[config.mk]
export PLATFORM = sky130hd
export DESIGN_NAME = contador_scan_ctrl
export DESIGN_NICKNAME = d
export VERILOG_FILES = /design/src/rtl/contador_scan_ctrl.sv
export SDC_FILE = /design/constraint.sdc
export NUM_CORES = 1
export LEC_CHECK = 0
export BUFFER_PORTS_ARGS = -buffer_cell sky130_fd_sc_hd__buf_2
export CORE_MARGIN = 1.5
export CORE_UTILIZATION = 43
export CTS_BUF_LIST = sky130_fd_sc_hd__clkbuf_16
export CTS_CLUSTER_DIAMETER = 100
export DETAILED_ROUTE_END_ITERATION = 16
export GPL_TIMING_DRIVEN = 1
export HOLD_SLACK_MARGIN = 0.1
export PLACE_DENSITY = 0.78
export SETUP_SLACK_MARGIN = 0.05
export SLEW_MARGIN = 20
export SYNTH_ARGS = -nofsm -noshare
export SYNTH_HDL_FRONTEND = slang
export SYNTH_SLANG_ARGS = --single-unit
[constraint.sdc]
create_clock -name i_clk -period 1.84 [get_ports i_clk]
set_clock_uncertainty 0.1 [all_clocks]
set_input_delay 0.368 -clock i_clk [delete_from_list [all_inputs] [get_ports i_clk]]
set_output_delay 0.368 -clock i_clk [all_outputs]
set_load 0.005 [all_outputs]
[src/rtl/contador_scan_ctrl.sv]
// Readout sequencer for the FIFO occupancy counters: walks idx, forwards each count, sums the total.
// Optional per-index wait timeout with error mask is built when SCAN_TIMEOUT_EN is defined.
module contador_scan_ctrl #(
    parameter int NUM_CNT = 5,
    parameter int TIMEOUT = 8
) (
    input  logic       i_clk,
    input  logic       i_reset_L,
    input  logic       i_start,
    input  logic [4:0] i_data_in,
    input  logic       i_valid_in,
    output logic       o_req,
    output logic [2:0] o_idx,
    output logic [4:0] o_out_data,
    output logic [2:0] o_out_idx,
    output logic       o_out_valid,
    output logic [7:0] o_total,
    output logic       o_busy,
    output logic       o_done,
    output logic [4:0] o_err_mask
);

    // state | meaning
    // IDLE  | waiting for start, idx holds last value
    // WAIT  | req high, waiting for the counter to answer
    // GAP   | one cycle with req low before the next index
    // DONE  | last beat out; done strobes on the way back to IDLE
    typedef enum logic [1:0] {S_IDLE, S_WAIT, S_GAP, S_DONE} state_t;

    localparam logic [2:0] LAST_IDX = 3'(NUM_CNT - 1);

    if (NUM_CNT < 1 || NUM_CNT > 5) begin : g_bad_num_cnt
        $error("contador_scan_ctrl: NUM_CNT must be 1..5");
    end
    if (TIMEOUT < 1 || TIMEOUT > 15) begin : g_bad_timeout
        $error("contador_scan_ctrl: TIMEOUT must be 1..15");
    end

    state_t     r_state,       w_state_nx;
    logic       r_req,         w_req_nx;
    logic [2:0] r_idx,         w_idx_nx;
    logic [4:0] r_out_data,    w_out_data_nx;
    logic [2:0] r_out_idx,     w_out_idx_nx;
    logic       r_out_valid,   w_out_valid_nx;
    logic [7:0] r_total,       w_total_nx;
    logic       r_busy,        w_busy_nx;
    logic       r_done,        w_done_nx;
    logic       w_advance;
`ifdef SCAN_TIMEOUT_EN
    localparam logic [3:0] TO_LAST = 4'(TIMEOUT - 1);
    logic [4:0] r_err_mask,    w_err_nx;
    logic [3:0] r_wait_cnt,    w_wait_cnt_nx;
`endif

    always_comb begin
        w_state_nx     = r_state;
        w_req_nx       = r_req;
        w_idx_nx       = r_idx;
        w_out_data_nx  = r_out_data;
        w_out_idx_nx   = r_out_idx;
        w_out_valid_nx = 1'b0;
        w_total_nx     = r_total;
        w_busy_nx      = r_busy;
        w_done_nx      = 1'b0;
        w_advance      = 1'b0;
`ifdef SCAN_TIMEOUT_EN
        w_err_nx       = r_err_mask;
        w_wait_cnt_nx  = r_wait_cnt;
`endif
        unique case (r_state)
            S_IDLE: begin
                if (i_start) begin
                    w_state_nx = S_WAIT;
                    w_req_nx   = 1'b1;
                    w_idx_nx   = 3'd0;
                    w_busy_nx  = 1'b1;
                    w_total_nx = 8'd0;
`ifdef SCAN_TIMEOUT_EN
                    w_err_nx      = 5'd0;
                    w_wait_cnt_nx = 4'd0;
`endif
                end
            end
            S_WAIT: begin
                if (i_valid_in) begin
                    w_advance     = 1'b1;
                    w_out_data_nx = i_data_in;
                    w_total_nx    = r_total + {3'b000, i_data_in};
                end
`ifdef SCAN_TIMEOUT_EN
                // A late valid_in in the timeout cycle still wins, so timeout is checked second.
                else if (r_wait_cnt == TO_LAST) begin
                    w_advance     = 1'b1;
                    w_out_data_nx = 5'd0;
                    w_err_nx      = r_err_mask | (5'd1 << r_idx);
                end else begin
                    w_wait_cnt_nx = r_wait_cnt + 4'd1;
                end
`endif
                if (w_advance) begin
                    w_out_idx_nx   = r_idx;
                    w_out_valid_nx = 1'b1;
                    w_req_nx       = 1'b0;
                    w_state_nx     = (r_idx < LAST_IDX) ? S_GAP : S_DONE;
                end
            end
            S_GAP: begin
                w_idx_nx   = r_idx + 3'd1;
                w_req_nx   = 1'b1;
                w_state_nx = S_WAIT;
`ifdef SCAN_TIMEOUT_EN
                w_wait_cnt_nx = 4'd0;
`endif
            end
            S_DONE: begin
                w_done_nx  = 1'b1;
                w_busy_nx  = 1'b0;
                w_state_nx = S_IDLE;
            end
            default: w_state_nx = S_IDLE;
        endcase
    end

    always_ff @(posedge i_clk or negedge i_reset_L) begin
        if (!i_reset_L) begin
            r_state     <= S_IDLE;
            r_req       <= 1'b0;
            r_idx       <= 3'd0;
            r_out_data  <= 5'd0;
            r_out_idx   <= 3'd0;
            r_out_valid <= 1'b0;
            r_total     <= 8'd0;
            r_busy      <= 1'b0;
            r_done      <= 1'b0;
        end else begin
            r_state     <= w_state_nx;
            r_req       <= w_req_nx;
            r_idx       <= w_idx_nx;
            r_out_data  <= w_out_data_nx;
            r_out_idx   <= w_out_idx_nx;
            r_out_valid <= w_out_valid_nx;
            r_total     <= w_total_nx;
            r_busy      <= w_busy_nx;
            r_done      <= w_done_nx;
        end
    end

`ifdef SCAN_TIMEOUT_EN
    always_ff @(posedge i_clk or negedge i_reset_L) begin
        if (!i_reset_L) begin
            r_err_mask <= 5'd0;
            r_wait_cnt <= 4'd0;
        end else begin
            r_err_mask <= w_err_nx;
            r_wait_cnt <= w_wait_cnt_nx;
        end
    end
    assign o_err_mask = r_err_mask;
`else
    assign o_err_mask = 5'd0;
`endif

    assign o_req       = r_req;
    assign o_idx       = r_idx;
    assign o_out_data  = r_out_data;
    assign o_out_idx   = r_out_idx;
    assign o_out_valid = r_out_valid;
    assign o_total     = r_total;
    assign o_busy      = r_busy;
    assign o_done      = r_done;

endmodule

After elaboration in Yosys (flattened, before gate mapping)
Cells that the tools add are included.
{"block": "classes", "order_cmp": 1, "div": 0, "shift": 0, "mul": 0, "n_reduce_logical": 12, "n_eq_ne": 6, "mux": 18, "n_bitwise": 0, "addsub": 2}
{"cell": "8-bit two-way mux", "n": 2}
{"cell": "8-bit one-hot mux with 2 select lines", "n": 1}
{"cell": "2-bit AND reduction", "n": 5}
{"cell": "8-bit by 5-bit adder with 8-bit output", "n": 1}
{"cell": "1-bit two-way mux", "n": 8}
{"cell": "2-bit one-hot mux with 4 select lines", "n": 1}
{"cell": "2-bit inequality test, second input constant", "n": 3}
{"cell": "3-bit one-hot mux with 2 select lines", "n": 1}
{"cell": "3-bit AND reduction", "n": 2}
{"cell": "2-bit nonzero test", "n": 3}
{"cell": "2-bit equality test, second input constant", "n": 2}
{"cell": "2-bit two-way mux", "n": 2}
{"cell": "3-bit by 1-bit adder with 3-bit output, second input constant", "n": 1}
{"cell": "3-bit < comparator, second input constant", "n": 1}
{"cell": "3-bit two-way mux", "n": 1}
{"cell": "1-bit one-hot mux with 3 select lines", "n": 1}
{"cell": "3-bit nonzero test", "n": 1}
{"cell": "2-bit by 1-bit equality test with 1-bit output, second input constant", "n": 1}
{"cell": "2-bit zero test", "n": 1}
{"cell": "1-bit one-hot mux with 2 select lines", "n": 1}
{"block": "totals", "input_bits": 9, "mem_bits_ro": 0, "reg_bits": 25, "mem_count": 0, "latchBits": 0, "elab_cells": 48, "mem_bits_rw": 0}

Depth between registers and ports, before layout
Gate-level depths: netlist (run 1).
{"block": "depth", "depth_word": 4, "mapped_depth": 6, "ltp_nobuf": 6}

Least setup slack after synthesis (run 1)
Ideal clock, no wire load.
{"block": "synth_timing", "kind": "register to register", "from": "reg r_total[0], in the netlist o_total[0]", "to": "reg r_total[6], in the netlist o_total[6]", "setup_slack_ns": -0.017, "n_path_buf": 0, "synth_period_minus_slack_ns": 1.857, "t_arrival_ns": 1.678, "stages_incl_launch_ff": 7, "setup_time_ns": 0.079, "t_required_ns": 1.661, "cell_sequence": "dfrtp_1 ha_1 fa_1 a211oi_1 nor2_1 o211ai_2 mux2i_1"}
{"block": "synth_via", "elab_chain_cells": 3}
{"item": "start, declared", "line_no": "45", "rtl": "logic [7:0] r_total, w_total_nx;"}
{"item": "start signal, assigned", "line_no": "142", "rtl": "r_total <= w_total_nx;"}
{"item": "8-bit by 5-bit adder with 8-bit output", "line_no": "88", "rtl": "w_total_nx = r_total + {3'b000, i_data_in};"}
{"item": "8-bit two-way mux", "line_no": "85", "rtl": "if (i_valid_in) begin"}
{"item": "8-bit one-hot mux with 2 select lines", "line_no": "70", "rtl": "unique case (r_state)"}
No other way between the ends. The select of a mux whose other input is x is not followed.
A chain may end at the register's enable or synchronous reset.

Worst setup path in the final report (run 1)
Ends and elaborated chain as after synthesis.

==> flow_summary.yaml, run 1 <==
run_status:
  status: "finished clean"
worst_hold_path:
  whs_path_depth: 2
  hold-path-endpoint: "o_out_data[3]"
  hp-class: "in2reg"
  min_from: "i_data_in[3]"
placed_design:
  hpwl_mm: 1.71
  port_buffers: 31
  place_congestion: 0.825
  place_area_sq_mm: 0.00139
synth:
  synthCells: 100
  syn-mean-instance-area_sq_um: 12.3
  netlist_area_sq_mm: 0.00123
  ys_seq_area_frac: 0.507
  ys_seq_elements: 25
  yosysUniqueCellTypes: 32
  yosysTopAreaCell: "dfrtp_1"
  synth_edf_count: 0
  synth_flop_cell: "dfrtp_1"
  yosys_warnings: 0
  synthTopCellsByArea: "dfrtp_1 51%, mux2_2 7.3%, ha_1 6.1%, buf_4 3.7%, mux2i_1 3.2%"
  synth-async-reset-ratio: 1.00
  synthDominantCellAreaShare: 0.507
flow_run:
  maxCapViolCount: 0
setup_path:
  end_kind: "flop"
  regToRegStartpoint: "o_total[0]"
  cpMaxStageDelayCell: "dfrtp_1"
  critPathKind: "reg2reg"
  cp_slowest_stage_delay_ps: 390
  worstPathArrival_ps: 1850
  rr_endpoint: "o_total[6]"
  cp_cell_sequence: "ha_2, fa_2, a211oi_2, nor2_1, o211ai_2, mux2i_1"
  r2r_setup_slack_ps: 70
  crit_family: "adder cells"
  crit_required_ps: 1920
  startpoint_type: "flop"
  crit_fanout: 3
  reg2reg_depth: 6
  path_buf_inv: 0
global_routing:
  globalRouteOverflowTotal: 0
  grt_pass1_wl_mm: 4.08
  antenna_found_initial: 0
  grt_use_total: 0.161
  grt_pass1_vias: 942
  grt_max_degree: 26
pwr:
  switching_share: 0.340
  p_switching_uw: 758
  clock_power_share: 0.210
  intPower_uw: 1470
  cellLeakagePower_uw: 0.000791
  power_density_mw_per_mm2: 1490
  ir_drop_mv: 0.922
  p_seq_frac: 0.412
  pwr-share-comb: 0.378
floorplan:
  core-area_sq_mm: 0.00273
  num_io_pins: 37
  initial_core_util: 0.451
  rows: 19
  die_area_sq_mm: 0.00320
  die_w_um: 56.6
  fp.dieH_um: 56.6
final_layout:
  diodes: 0
  fillers: 257
  fin_nets: 152
  syn2layout_area_growth_pct: 20.9
  final_layout_size_suffix_gt1_frac: 0.393
  design_area_sq_mm: 0.00149
drt:
  drt_iter0_drc: 31
  wl_per_cell_um: 14.0
  via_count: 884
  via_per_inst: 5.33
  firstDrtPassIters: 4
  drtAntennaViolNets: 0
  wirelength_mm: 2.32
  route.detailed.drc: 0
sta:
  slew_headroom: 0.629
  finalHoldViolCount: 0
  fin_crit_sh: 0.961
  drv_slew: 0
  rsz0062_at_grt: "yes"
  setup_tns_ps: 0
  tightest_slew_ps: 556
  max_freq_mhz: 566
  finalSetupViolCount: 0
  period_minus_slack_ps: 1770
clock_network:
  numClockSinks: 25
  cts_buffer_depth: 2
  cts_tree: "done"
  htreeDepth: 1
  cts_root_buffer: "clkbuf_16"
  numCtsBuffers: 3
  clk_latency_ps: 250
  clkTransAtPathRegs_ps: 60
stage by stage:
step | setup WS, ps | utilization | instances | power, uW | hold slack [ps]
after floorplan | 80.0 | - | 104 | 1470 | -27.6
after global placement | -49.0 | 0.507 | 159 | 1700 | 279
after CTS | 30.0 | 0.546 | 166 | 2260 | 269
after detailed placement | -91.9 | 0.507 | 159 | 1750 | 292
final | 72.5 | 0.546 | 166 | 2230 | 268
after global routing | -19.2 | 0.546 | 166 | 2390 | 276
registers in the layout, summed over array words and instances (netlist names):
signal,flops
o_out_idx,3
o_out_valid,1
o_busy,1
o_out_data,5
o_idx,3
o_total,8
o_req,1
r_state,2
o_done,1
power by group through the flow:
| stage | Sequential (uW) | Clock [uW] | Combinational (uW) |
|---|---|---|---|
| finish | 918 | 468 | 842 |
| global route | 948 | 510 | 934 |
| CTS | 921 | 484 | 855 |
| detailed placement | 930 | 0 | 823 |
| global placement | 913 | 0 | 792 |
| floorplan | 909 | 0 | 564 |
worst reg2reg max path, cell delays in order (launching register included):
cell	delay [ps]
dfrtp_1	390
ha_2	190
fa_2	350
a211oi_2	250
nor2_1	80
o211ai_2	150
mux2i_1	190
synth_stat cells, drive strengths merged (2+ instances only):
| cell type | n |
|---|---|
| a21oi | 3 |
| nor2 | 5 |
| dfrtp | 25 |
| ha | 6 |
| buf | 7 |
| mux2i | 4 |
| nand2 | 9 |
| a211oi | 2 |
| a22o | 5 |
| inv | 3 |
| mux2 | 8 |
| nand3 | 2 |
| xor2 | 2 |
| o21ai | 6 |
worst max path at each step:
stage	startpoint	to	slack (ps)	depth (start not counted)
after floorplan	o_total[0]	o_total[6]	80	6
after global placement	i_data_in[0]	o_total[6]	-50	7
after detailed placement	i_data_in[0]	o_total[6]	-90	7
after CTS	o_total[0]	o_total[6]	30	6
after global routing	o_total[0]	o_total[6]	-20	6
final	o_total[0]	o_total[6]	70	6
metal layers:
layer	global-route usage	wire length [um]	vias to the layer above
met3	0.0207	118	2
li1	-	-	416
met1	0.206	1000	439
met4	0.0680	16	0
met2	0.272	1180	27
met5	0	0	-
cell families (layout without fill, tap and decap cells):
kind of cell / after synthesis / count (layout) / synth area share
AO/OA/AOI/OAI: 25 / 25 / 0.154
XOR/XNOR: 2 / 2 / 0.0142
adder cells (fa/ha/maj): 7 / 7 / 0.0771
buffers and inverters: 10 / 41 / 0.0619
flip-flops: 25 / 25 / 0.507
multiplexers: 12 / 12 / 0.105
other: 1 / 5 / 0.00304
AND/OR/NAND/NOR: 18 / 18 / 0.0771
cells in the final DEF (no fill, tap or decap), types with 2 or more instances in the layout:
master / n
a21oi_1: 3
a22o_1: 4
buf_2: 31
buf_4: 2
clkbuf_16: 3
conb_1: 5
dfrtp_1: 25
ha_1: 5
inv_1: 4
mux2_2: 8
mux2i_1: 4
nand2_1: 8
nand3_1: 2
nor2_1: 4
o21ai_0: 5
xor2_1: 2
cell type report:
cell class / count / area (sq um) / share of cell area
clock buffer: 3 / 75.1 / 0.0503
inverter: 3 / 11.3 / 0.00755
sequential: 25 / 626 / 0.419
tap: 31 / 38.8 / 0.0260
timing repair buffer: 34 / 180 / 0.121
clock inverter: 1 / 3.75 / 0.00252
multi-input combinational: 69 / 557 / 0.373
what timing repair did:
item                                    4_1_cts  5_1_grt
hold endpoints to repair                     25        0
gates resized for setup                       1        0
pin swaps                                     2        2
endpoints found under the setup margin        1        2
cloned                                        0        0
hold buffers                                  1        0
buffers inserted                              2        0
Note: power is estimated with default switching activity, not from simulation.
==> run 2, diff against run 1 <==
CORE_UTILIZATION = 45   (was 43)
PLACE_DENSITY = 0.81   (was 0.78)
==> run 2 against run 1 <==
- first-iteration DRC count is 81% lower
- power down 0.25%
- via count increased by 0.11%
- cell area about the same
- die area fell by 4.2%
- largest power group unchanged
==> flow_summary.yaml, run 2 (same netlist as run 1, synthesis figures left out) <==
setup_path:
  critPathKind: "reg2reg"
  path_buf_inv: 0
  r2r_setup_slack_ps: 70
  crit_required_ps: 1920
  reg2reg_depth: 6
  cp_cell_sequence: "ha_4, fa_2, a211oi_2, nor2_1, o211ai_2, mux2i_1"
  worstPathArrival_ps: 1850
  crit_fanout: 3
  cp_slowest_stage_delay_ps: 400
  regToRegStartpoint: "o_total[0]"
  cpMaxStageDelayCell: "dfrtp_1"
  startpoint_type: "flop"
  crit_family: "adder cells"
  end_kind: "flop"
  rr_endpoint: "o_total[6]"
drt:
  route.detailed.drc: 0
  via_per_inst: 5.40
  wirelength_mm: 2.22
  drt_iter0_drc: 6
  firstDrtPassIters: 4
  drtAntennaViolNets: 0
  wl_per_cell_um: 13.5
  via_count: 885
clock_network:
  cts_root_buffer: "clkbuf_16"
  numCtsBuffers: 3
  cts_buffer_depth: 2
  numClockSinks: 25
  clkTransAtPathRegs_ps: 60
  cts_tree: "done"
  clk_latency_ps: 250
  htreeDepth: 1
sta:
  rsz0062_at_grt: "yes"
  drv_slew: 0
  tightest_slew_ps: 536
  hold_ws_ps: 272
  period_minus_slack_ps: 1770
  finalSetupViolCount: 0
  finalHoldViolCount: 0
  fin_crit_sh: 0.964
  max_freq_mhz: 564
  slew_headroom: 0.642
global_routing:
  globalRouteOverflowTotal: 0
  grt_use_total: 0.159
  grt_pass1_wl_mm: 3.97
  grt_pass1_vias: 910
  antenna_found_initial: 0
  grt_max_degree: 26
pwr:
  cellLeakagePower_uw: 0.000787
  ir_drop_mv: 0.906
  power_density_mw_per_mm2: 1490
final_layout:
  diodes: 0
  design_area_sq_mm: 0.00149
  syn2layout_area_growth_pct: 21.0
  final_layout_size_suffix_gt1_frac: 0.388
  fin_nets: 151
  final_common_cell: "buf_2"
  layout_common_cells: "31 x buf_2, 25 x dfrtp_1, 8 x nand2_1, 8 x mux2_2"
  largest_reg_flops: 8
worst_hold_path:
  hp-class: "in2reg"
  min_from: "i_data_in[3]"
  hold-path-endpoint: "o_out_data[3]"
  whs_path_depth: 2
run_status:
  status: "finished clean"
placed_design:
  place_congestion: 0.792
  hpwl_mm: 1.67
  port_buffers: 31
  place_area_sq_mm: 0.00138
floorplan:
  num_io_pins: 37
  core-area_sq_mm: 0.00254
  rows: 18
  die_w_um: 55.4
  initial_core_util: 0.485
  fp.dieH_um: 55.4
  die_area_sq_mm: 0.00306
flow_run:
  maxCapViolCount: 0
[run 2: area by class of cell]
type / instances / area [sq um]
fill: 235 / 1050
sequential: 25 / 626
multi-input combinational: 69 / 567
timing repair buffer: 33 / 173
clock buffer: 3 / 75.1
tap: 30 / 37.5
inverter: 3 / 11.3
clock inverter: 1 / 3.75
[run 2: power by group]
part           switching, uW  internal (uW)  leakage (uW)
logic                    406            430      0.000425
clock network            179            290     0.0000423
registers                168            751      0.000320
[run 2: worst register-to-register path, delay by kind of cell (launching register included)]
kind	cells	cell delay [ps]
mux	1	190
simple gates	1	70
flops	1	400
fa+ha+maj	2	540
compound gates	2	400
[run 2: how the worst max path moves through the flow]
stage	slack, ps	start	cells after the start	to
final	70	o_total[0]	6	o_total[6]
after detailed placement	-90	i_data_in[0]	7	o_total[6]
after global placement	-50	i_data_in[0]	7	o_total[6]
after global routing	-70	o_total[0]	6	o_total[6]
after floorplan	80	o_total[0]	6	o_total[6]
after CTS	30	o_total[0]	6	o_total[6]
[run 2: through the flow]
step	TNS (ps)	setup slack [ps]	util	total power [uW]	cells
finish	0	66.0	0.587	2220	164
global route	-68.9	-68.9	0.587	2390	164
CTS	0	31.6	0.587	2250	164
detailed placement	-95.0	-95.0	0.544	1750	158
global placement	-47.2	-47.2	0.544	1700	158
floorplan	0	80.0	-	1470	104
[run 2: what timing repair did]
action                                  4_1_cts  5_1_grt
hold buffers                                  1        0
pin swaps                                     3        2
resized for setup                             2        0
hold endpoints to repair                     25        0
cloned                                        0        0
setup buffers                                 1        0
endpoints found under the setup margin        1        2
[run 2: layer usage]
metal,part of all wire,global-route usage,routed length (um),up-vias
li1,-,-,-,417
met1,0.43,0.195,957,435
met2,0.52,0.281,1150,31
met3,0.046,0.0351,101,2
met4,0.0045,0.0418,10,0
met5,0,0,0,-
